[src/rtl/led_sched_pkg.sv]
`default_nettype none
// ============================================================================
// Module   : led_sched_pkg
// Brief    : Shared types and constants for the LED blink-code scheduler.
// Revision : 1.0 - initial release
// ============================================================================
package led_sched_pkg;

  localparam int CODE_W  = 4;
  localparam int GRANT_W = 3;

  typedef enum logic [2:0] {
    ST_IDLE = 3'd0,
    ST_ON   = 3'd1,
    ST_OFF  = 3'd2,
    ST_GAP  = 3'd3,
    ST_DONE = 3'd4
  } state_e;

  // Clock cycles per millisecond tick.
  function automatic int ms_cycles(input int clk_freq);
    return clk_freq / 1000;
  endfunction

endpackage
`default_nettype wire

[src/rtl/led_blink_sched_ms_tick_gen.sv]
`default_nettype none
// ============================================================================
// Module   : ms_tick_gen
// Brief    : Millisecond prescaler; one-cycle tick on the terminal count,
//            restartable so a new grant begins on an exact ms boundary.
// Revision : 1.0 - initial release
// ============================================================================
module ms_tick_gen
  import led_sched_pkg::*;
#(
  parameter int CLK_FREQ = 50_000_000
) (
  input  logic CLK_50M,
  input  logic RST_N,
  input  logic clear,
  output logic tick
);

  localparam int              c_period = ms_cycles(CLK_FREQ);
  localparam int              c_cnt_w  = (c_period > 1) ? $clog2(c_period) : 1;
  localparam logic [c_cnt_w-1:0] c_last = c_cnt_w'(c_period - 1);

  logic [c_cnt_w-1:0] r_cnt;

  always_ff @(posedge CLK_50M or negedge RST_N) begin
    if (!RST_N) begin
      r_cnt <= '0;
    end else if (clear || (r_cnt == c_last)) begin
      r_cnt <= '0;
    end else begin
      r_cnt <= r_cnt + 1'b1;
    end
  end

  assign tick = (r_cnt == c_last);

endmodule
`default_nettype wire

[src/rtl/led_blink_sched.sv]
`default_nettype none
// ============================================================================
// Module   : led_blink_sched
// Brief    : Shares one LED between N_REQ requesters, playing each granted
//            0..15 blink code followed by a gap, then acknowledging.
//            Define LED_BLINK_SCHED_RR_EN for round-robin arbitration;
//            otherwise the lowest requesting index wins.
// Revision : 1.0 - initial release
// ============================================================================
module led_blink_sched
  import led_sched_pkg::*;
#(
  parameter int CLK_FREQ = 50_000_000,
  parameter int N_REQ    = 4,
  parameter int ON_MS    = 200,
  parameter int OFF_MS   = 200,
  parameter int GAP_MS   = 1000
) (
  input  logic                      CLK_50M,
  input  logic                      RST_N,
  input  logic [N_REQ-1:0]          REQ,
  input  logic [CODE_W*N_REQ-1:0]   CODE,
  output logic [N_REQ-1:0]          ACK,
  output logic                      BUSY,
  output logic [GRANT_W-1:0]        GRANT_ID,
  output logic                      LED1
);

  localparam logic [2:0] c_st_idle = ST_IDLE;
  localparam logic [2:0] c_st_on   = ST_ON;
  localparam logic [2:0] c_st_off  = ST_OFF;
  localparam logic [2:0] c_st_gap  = ST_GAP;
  localparam logic [2:0] c_st_done = ST_DONE;

  localparam int c_ph_max = (ON_MS > OFF_MS) ?
                            ((ON_MS  > GAP_MS) ? ON_MS  : GAP_MS) :
                            ((OFF_MS > GAP_MS) ? OFF_MS : GAP_MS);
  localparam int c_ph_w   = $clog2(c_ph_max + 1);
  localparam logic [c_ph_w-1:0] c_on_last  = c_ph_w'(ON_MS - 1);
  localparam logic [c_ph_w-1:0] c_off_last = c_ph_w'(OFF_MS - 1);
  localparam logic [c_ph_w-1:0] c_gap_last = c_ph_w'(GAP_MS - 1);

  logic [2:0]           r_state;
  logic [2:0]           w_state_nxt;
  logic [c_ph_w-1:0]    r_phase;
  logic [CODE_W-1:0]    r_remain;
  logic [CODE_W-1:0]    w_win_code;
  logic [GRANT_W-1:0]   r_grant;
  logic [GRANT_W-1:0]   w_win;
  logic [N_REQ-1:0]     r_ack;
  logic                 r_busy;
  logic                 r_led;
  logic                 w_any;
  logic                 w_req_g;
  logic                 w_tick;
  logic                 w_clear;
  logic                 w_abort;
  logic                 w_ack_any;
  logic                 w_ph_done;
  logic                 w_playing;

`ifdef LED_BLINK_SCHED_RR_EN
  logic [GRANT_W-1:0]   r_rr_ptr;
  logic [GRANT_W:0]     w_idx;
`endif

  assign w_any     = |REQ;
  assign w_ack_any = |r_ack;
  assign w_clear   = (r_state == c_st_idle) && w_any;
  assign w_playing = (r_state == c_st_on) || (r_state == c_st_off) ||
                     (r_state == c_st_gap);
  assign w_abort   = w_playing && !w_req_g;

  ms_tick_gen #(
    .CLK_FREQ (CLK_FREQ)
  ) u_tick (
    .CLK_50M (CLK_50M),
    .RST_N   (RST_N),
    .clear   (w_clear),
    .tick    (w_tick)
  );

  // Arbitration, plus lookup of the winner's code and the grantee's request.
  always_comb begin
    w_win      = '0;
    w_win_code = '0;
    w_req_g    = 1'b0;
`ifdef LED_BLINK_SCHED_RR_EN
    w_idx      = '0;
    // Descending walk so the candidate nearest the pointer is written last.
    for (int k = N_REQ - 1; k >= 0; k--) begin
      w_idx = {1'b0, r_rr_ptr} + (GRANT_W+1)'(k);
      if (w_idx >= (GRANT_W+1)'(N_REQ)) begin
        w_idx = w_idx - (GRANT_W+1)'(N_REQ);
      end
      for (int i = 0; i < N_REQ; i++) begin
        if (REQ[i] && (w_idx == (GRANT_W+1)'(i))) begin
          w_win = GRANT_W'(i);
        end
      end
    end
`else
    for (int i = N_REQ - 1; i >= 0; i--) begin
      if (REQ[i]) begin
        w_win = GRANT_W'(i);
      end
    end
`endif
    for (int i = 0; i < N_REQ; i++) begin
      if (w_win == GRANT_W'(i)) begin
        w_win_code = CODE[CODE_W*i +: CODE_W];
      end
      if (r_grant == GRANT_W'(i)) begin
        w_req_g = REQ[i];
      end
    end
  end

  always_comb begin
    w_ph_done = 1'b0;
    if (w_tick) begin
      case (r_state)
        c_st_on:  w_ph_done = (r_phase == c_on_last);
        c_st_off: w_ph_done = (r_phase == c_off_last);
        c_st_gap: w_ph_done = (r_phase == c_gap_last);
        default:  w_ph_done = 1'b0;
      endcase
    end
  end

  always_comb begin
    w_state_nxt = r_state;
    case (r_state)
      c_st_idle: begin
        if (w_any) begin
          w_state_nxt = (w_win_code == '0) ? c_st_done : c_st_on;
        end
      end
      c_st_on: begin
        if (w_abort) begin
          w_state_nxt = c_st_idle;
        end else if (w_ph_done) begin
          w_state_nxt = (r_remain == CODE_W'(1)) ? c_st_gap : c_st_off;
        end
      end
      c_st_off: begin
        if (w_abort) begin
          w_state_nxt = c_st_idle;
        end else if (w_ph_done) begin
          w_state_nxt = c_st_on;
        end
      end
      c_st_gap: begin
        if (w_abort) begin
          w_state_nxt = c_st_idle;
        end else if (w_ph_done) begin
          w_state_nxt = c_st_done;
        end
      end
      // DONE spans two cycles: one to raise ACK, one while it is visible.
      c_st_done: begin
        if (w_ack_any) begin
          w_state_nxt = c_st_idle;
        end
      end
      default: w_state_nxt = c_st_idle;
    endcase
  end

  always_ff @(posedge CLK_50M or negedge RST_N) begin
    if (!RST_N) begin
      r_state  <= c_st_idle;
      r_busy   <= 1'b0;
      r_led    <= 1'b0;
      r_phase  <= '0;
      r_remain <= '0;
      r_grant  <= '0;
      r_ack    <= '0;
    end else begin
      r_state <= w_state_nxt;
      r_busy  <= (w_state_nxt != c_st_idle);
      r_led   <= (w_state_nxt == c_st_on);

      if (w_state_nxt != r_state) begin
        r_phase <= '0;
      end else if (w_tick) begin
        r_phase <= r_phase + 1'b1;
      end

      if (w_clear) begin
        r_grant  <= w_win;
        r_remain <= w_win_code;
      end else if ((r_state == c_st_on) && w_ph_done && !w_abort) begin
        r_remain <= r_remain - 1'b1;
      end

      r_ack <= '0;
      if ((r_state == c_st_done) && !w_ack_any) begin
        r_ack <= N_REQ'(1) << r_grant;
      end
    end
  end

`ifdef LED_BLINK_SCHED_RR_EN
  always_ff @(posedge CLK_50M or negedge RST_N) begin
    if (!RST_N) begin
      r_rr_ptr <= '0;
    end else if (w_abort || ((r_state == c_st_done) && w_ack_any)) begin
      r_rr_ptr <= (r_grant == GRANT_W'(N_REQ - 1)) ? '0 : r_grant + 1'b1;
    end
  end
`endif

  assign ACK      = r_ack;
  assign BUSY     = r_busy;
  assign GRANT_ID = r_grant;
  assign LED1     = r_led;

endmodule
`default_nettype wire

[config.mk]
export PLATFORM = sky130hd
export DESIGN_NAME = led_blink_sched
export DESIGN_NICKNAME = d
export VERILOG_FILES = /design/src/rtl/led_sched_pkg.sv /design/src/rtl/led_blink_sched_ms_tick_gen.sv /design/src/rtl/led_blink_sched.sv
export SDC_FILE = /design/constraint.sdc
export NUM_CORES = 1
export LEC_CHECK = 0
export CORE_MARGIN = 8
export CORE_UTILIZATION = 50
export DETAILED_ROUTE_END_ITERATION = 10
export DONT_BUFFER_PORTS = 1
export PLACE_DENSITY_LB_ADDON = 0.08
export SLEW_MARGIN = 20
export SYNTH_ARGS = -nofsm -noshare
export SYNTH_HDL_FRONTEND = slang
export SYNTH_HIERARCHICAL = 1
export SYNTH_SLANG_ARGS = --single-unit
[constraint.sdc]
create_clock -name CLK_50M -period 7.9 [get_ports CLK_50M]
set_clock_uncertainty 0.2 [all_clocks]
set_input_delay 1.58 -clock CLK_50M [delete_from_list [all_inputs] [get_ports CLK_50M]]
set_output_delay 1.58 -clock CLK_50M [all_outputs]
set_load 0.02 [all_outputs]
==> impl_metrics.env, run 1 <==
export IMPL_yosysMostFrequentCell="dfrtp_1"
export IMPL_wl_per_cell_um=15.8
export IMPL_grt_ovfl_total=0
export IMPL_vdd_drop_max_mv=0.142
export IMPL_synth_area_um2=2400
export IMPL_clock_latency_ps=290
export IMPL_required_ps=7900
export IMPL_drt_iter0_drc=97
export IMPL_fill_cells=422
export IMPL_nets=271
export IMPL_ant_nets=0
export IMPL_finalHoldViolCount=0
export IMPL_cts_hold_buf=0
export IMPL_grt_pass1_wl_um=8130
export IMPL_via_per_inst=5.84
export IMPL_port_buffers=0
export IMPL_cts_made_buffers=5
export IMPL_synth_top_area_share_pct=42.8
export IMPL_routabilityCongestion=0.836
export IMPL_first_pass_iters=4
export IMPL_tritoncts="yes"
export IMPL_clock_sinks=41
export IMPL_ys_ff_latch=41
export IMPL_coreArea_um2=4660
export IMPL_htree_levels=2
export IMPL_hold_ws_ps=291
export IMPL_final_max_slew_viol_count=0
export IMPL_max_cap_viol_count=0
export IMPL_async_flop_share_pct=100
export IMPL_slew_limit_headroom_pct=49.3
export IMPL_place_area_um2=2390
export IMPL_finalNonFillerCells=300
export IMPL_setup_viol=0
export IMPL_startpoint_type="register"
export IMPL_synthTopCellsByCount="41 x dfrtp_1, 33 x nor2_1, 19 x xnor2_1"
export IMPL_start_util_pct=51.5
export IMPL_fp_dieW_um=85.3
export IMPL_antenna_cells=0
export IMPL_worst_pin_slew_ps=754
export IMPL_finalPower_mw=0.634
export IMPL_worst_setup_path_type="reg -> reg"
export IMPL_synth_cell_types=51
export IMPL_path_max_fanout=10
export IMPL_synthTopCellsByArea="dfrtp_1 43%, xnor2_1 6.9%, nor2_1 5.2%, a211oi_1 3.1%, xor2_1 2.6%"
export IMPL_hpwlAfterDp_um=3330
export IMPL_rsz0062_at_grt="false"
export IMPL_grt_pass1_vias=1729
export IMPL_p_leak_nw=0.998
export IMPL_route_detailed_drc=0
export IMPL_synth_area_per_cell_um2=9.59
export IMPL_cts_root_buf="clkbuf_8"
export IMPL_via_count=1752
export IMPL_rows=25
export IMPL_worstPathArrival_ps=3700
export IMPL_fin_crit_sh_pct=46.9
export IMPL_hold_class="reg -> reg"
export IMPL_power_density_nw_per_um2=254
export IMPL_ios=31
export IMPL_max_freq_ghz=0.270
export IMPL_yosysSeqAreaShare_pct=42.8
export IMPL_yosys_most_used_dff="dfrtp_1"
export IMPL_syn_inst=250
export IMPL_area_delta_synth_final_pct=3.96
export IMPL_die_y_um=85.3
export IMPL_drive_gt1_share_pct=7.32
export IMPL_synth_edff_count=0
export IMPL_die_area_um2=7270
export IMPL_syn_num_nets=276
export IMPL_critPathCaptureType="register"
export IMPL_finalSetupTns_ps=0
export IMPL_grt_use_total_pct=14.0
export IMPL_antenna_found_initial=0
export IMPL_yosysTopAreaCell="dfrtp_1"
export IMPL_cts_resized=0
export IMPL_grt_max_degree=42
export IMPL_yosysWarnings=6
export IMPL_clk_path_buf_depth=2
export IMPL_clkTransAtPathRegs_ps=80
export IMPL_postLayoutCellArea_um2=2490
export IMPL_dp_cells=292
export IMPL_post_cts_buffers=0
export IMPL_wirelength_um=4750
export IMPL_status="completed"
export IMPL_period_minus_slack_ps=3710
## where the power goes
| group | switching, mW | leakage, nW | internal, mW |
|---|---|---|---|
| clock | 0.0698 | 0.0542 | 0.0789 |
| combinational | 0.117 | 0.392 | 0.0702 |
| sequential | 0.0536 | 0.551 | 0.244 |
## metrics by stage
step / setup WS, ps / utilization, %
2_1_floorplan: 4410 / -
3_3_place_gp: 4300 / 51.3
3_5_place_dp: 4200 / 51.3
4_1_cts: 4170 / 53.5
5_1_grt: 3880 / 53.5
6_report: 4190 / 53.5
## cell families (layout without fill, tap and decap cells)
kind of cell,count (synthesis),in the layout,synth area share (%)
xor+xnor,26,26,9.49
fa+ha+maj,4,4,2.09
simple gates,107,107,24.7
buf+inv,23,19,4.80
compound gates,41,41,12.5
flops,41,41,42.8
other cells,1,1,0.156
mux,7,7,3.50
## registers in the layout, summed over array words and instances, names as in the netlist
name          count
r_remain          4
u_tick/r_cnt     16
r_phase          10
r_state           3
ACK               4
BUSY              1
LED1              1
GRANT_ID          2
## routing by layer
metal  wire (um)  up-vias  part of all wire [%]  global-route usage (%)
met3         215        8                   4.5                    3.76
met5           0        -                     0                       0
li1            -      878                     -                       -
met1        2270      837                    48                    18.5
met2        2190       29                    46                    21.1
met4          70        0                   1.5                    5.73
## worst max-delay path: stages (launching register included)
cell and delay (ps):
dfrtp_1 440, or4b_1 500, nor4_2 690, nand4_1 240, nor3_2 250, and2b_4 210
mux2i_1 220, a32oi_2 180, nand2b_1 370, a211oi_1 320
## layout by cell type (no fill, tap or decap), drive strengths merged, types with 8 or more instances in the layout
cell    count
nand2      10
o21ai       8
xnor2      19
nand4       9
nor2       33
nor3       13
a211oi     11
dfrtp      41
inv        11
nand3       8
## final timing paths
check                                 start               to  slack [ps]  depth (start not counted)
max in group asynchronous             RST_N      r_remain[1]        6610                          0
max reg2reg                u_tick/r_cnt[11]       r_phase[9]        4190                          9
min in group asynchronous             RST_N           ACK[2]         780                          0
min                         u_tick/r_cnt[0]  u_tick/r_cnt[0]         290                          1
min reg2reg                 u_tick/r_cnt[0]  u_tick/r_cnt[0]         290                          1
max                        u_tick/r_cnt[11]       r_phase[9]        4190                          9
## final cells by class
class	instances	area, um^2	share of cell area, %
multi-input cells	186	1260	50.4
flip-flops and latches	41	1030	41.1
clock buffers	7	96.3	3.86
well taps	54	67.6	2.71
inverters	11	41.3	1.66
clock inverters	1	5.00	0.201
No activity file was read; power rests on OpenSTA's default activity.
==> run 2: changes to the inputs <==
clock period = 3.25 ns   (was 7.9 ns; I/O delays follow)
==> impl_metrics.env, run 2 (synthesis gave the netlist of run 1 again) <==
export IMPL_via_count=1782
export IMPL_final_cell_mix="41 x dfrtp_1, 33 x nor2_1, 19 x xnor2_1, 12 x nor3_1, 11 x inv_1"
export IMPL_worst_setup_path_type="reg -> reg"
export IMPL_fill_cells=416
export IMPL_hpwlAfterDp_um=3470
export IMPL_place_area_um2=2450
export IMPL_drive_gt1_share_pct=12.1
export IMPL_ant_nets=0
export IMPL_largest_reg_flops=16
export IMPL_setup_viol=0
export IMPL_final_max_slew_viol_count=0
export IMPL_first_pass_iters=4
export IMPL_wl_per_cell_um=16.0
export IMPL_route_detailed_drc=0
export IMPL_start_util_pct=51.5
export IMPL_combPwrFrac_pct=32.6
export IMPL_seq_power_share_pct=46.7
export IMPL_antenna_found_initial=0
export IMPL_grt_met2_usage_pct=23.1
export IMPL_cp_slowest_cell="or4b_1"
export IMPL_grt_ovfl_total=0
export IMPL_clk_path_buf_depth=2
export IMPL_cp_num_buf_inv=0
export IMPL_htree_levels=2
export IMPL_area_delta_synth_final_pct=8.14
export IMPL_die_y_um=85.3
export IMPL_clkPwrFrac_pct=20.8
export IMPL_port_buffers=0
export IMPL_power_switching_mw=0.617
export IMPL_required_ps=3240
export IMPL_routabilityCongestion=0.846
export IMPL_ios=31
export IMPL_critical_path_top_delay_family="simple AND/OR/NAND/NOR gates"
export IMPL_cts_made_buffers=5
export IMPL_cts_root_buf="clkbuf_8"
export IMPL_grt_use_total_pct=14.6
export IMPL_max_freq_ghz=0.326
export IMPL_coreArea_um2=4660
export IMPL_use_met1_pct=19.4
export IMPL_fin_crit_sh_pct=94.3
export IMPL_fp_dieW_um=85.3
export IMPL_max_cap_viol_count=0
export IMPL_tritoncts="yes"
export IMPL_die_area_um2=7270
export IMPL_status="complete, but fails checks"
export IMPL_path_max_fanout=10
export IMPL_failed_checks="negative hold slack"
export IMPL_hold_ws_ps=-4.85
export IMPL_top_regs="u_tick/r_cnt: 16 flops, r_phase: 10 flops"
export IMPL_utilization_pct=55.7
export IMPL_nets=281
export IMPL_power_density_nw_per_um2=599
export IMPL_grt_util_met3_pct=3.86
export IMPL_antenna_cells=0
export IMPL_swShare_pct=39.7
export IMPL_clock_latency_ps=290
export IMPL_period_minus_slack_ps=3070
export IMPL_wirelength_um=4950
export IMPL_clkTransAtPathRegs_ps=80
export IMPL_grt_max_degree=42
export IMPL_clock_sinks=41
export IMPL_crit_path_max_incr_delay_ps=580
export IMPL_drt_iter0_drc=63
export IMPL_top_register="u_tick/r_cnt"
export IMPL_slew_limit_headroom_pct=64.1
export IMPL_busiest_layer="met2"
export IMPL_startpoint_type="register"
export IMPL_vdd_drop_max_mv=0.313
export IMPL_p_leak_nw=1.07
export IMPL_final_common_cell="dfrtp_1"
export IMPL_via_per_inst=5.75
export IMPL_rsz0062_at_grt="true"
export IMPL_rows=25
export IMPL_finalHoldViolCount=4
export IMPL_postLayoutCellArea_um2=2590
export IMPL_grt_pass1_wl_um=8670
export IMPL_finalPower_mw=1.55
export IMPL_power_internal_mw=0.936
export IMPL_worst_pin_slew_ps=538
export IMPL_hold_class="in -> async"
export IMPL_worstPathArrival_ps=3060
export IMPL_path_cells="or4b_1 > nor4_4 > nand4_1 > nor3_2 > and2b_4 > mux2i_1 > a32oi_2 > nand2b_4 > a211oi_1"
export IMPL_critPathCaptureType="register"
export IMPL_grt_pass1_vias=1796
-- run 2: layout make-up --
class	count	area [um^2]	area share [%]
Clock buffer	6	72.6	2.80
Timing Repair Buffer	10	87.6	3.38
Clock inverter	2	10.0	0.386
Sequential cell	41	1030	39.6
Multi-Input combinational cell	186	1290	49.7
Tap cell	54	67.6	2.60
Inverter	11	41.3	1.59
-- run 2: power by group through the flow --
stage	clock network, mW	logic [mW]	registers [mW]
after floorplan	0	0.423	0.706
after global placement	0	0.472	0.732
after detailed placement	0	0.477	0.731
after CTS	0.329	0.495	0.723
after global routing	0.350	0.577	0.737
final	0.322	0.506	0.724
-- run 2: worst paths after layout --
check                                  from  slack (ps)         endpoint  cells past startpoint
max                        u_tick/r_cnt[10]         180       r_phase[9]                      9
max reg2reg                u_tick/r_cnt[10]         180       r_phase[9]                      9
max in group asynchronous             RST_N        2650  u_tick/r_cnt[9]                      1
min                                   RST_N          -5      GRANT_ID[1]                      1
min reg2reg                 u_tick/r_cnt[0]         290  u_tick/r_cnt[0]                      1
min in group CLK_50M        u_tick/r_cnt[0]         290  u_tick/r_cnt[0]                      1
-- run 2: per-stage QoR --
stage | cells | TNS (ps) | setup WS, ps
after floorplan | 250 | 0 | 67.0
after global placement | 300 | 0 | 92.6
after CTS | 309 | 0 | 5.11
after global routing | 310 | -88.1 | -28.8
final | 310 | 0 | 184
after detailed placement | 300 | -195 | -56.7
-- run 2: timing repair --
action | CTS | global route
hold endpoints to repair | 41 | 0
gates resized for setup | 2 | 4
setup buffers | 0 | 1
hold buffers | 1 | 0
pin swaps | 0 | 2
endpoints found under the setup margin | 10 | 12
-- run 2: metal layers --
metal	vias to the layer above	share of wire, %
li1	899	-
met2	25	48
met3	4	4.3
met1	854	47
met4	0	0.69
met5	-	0
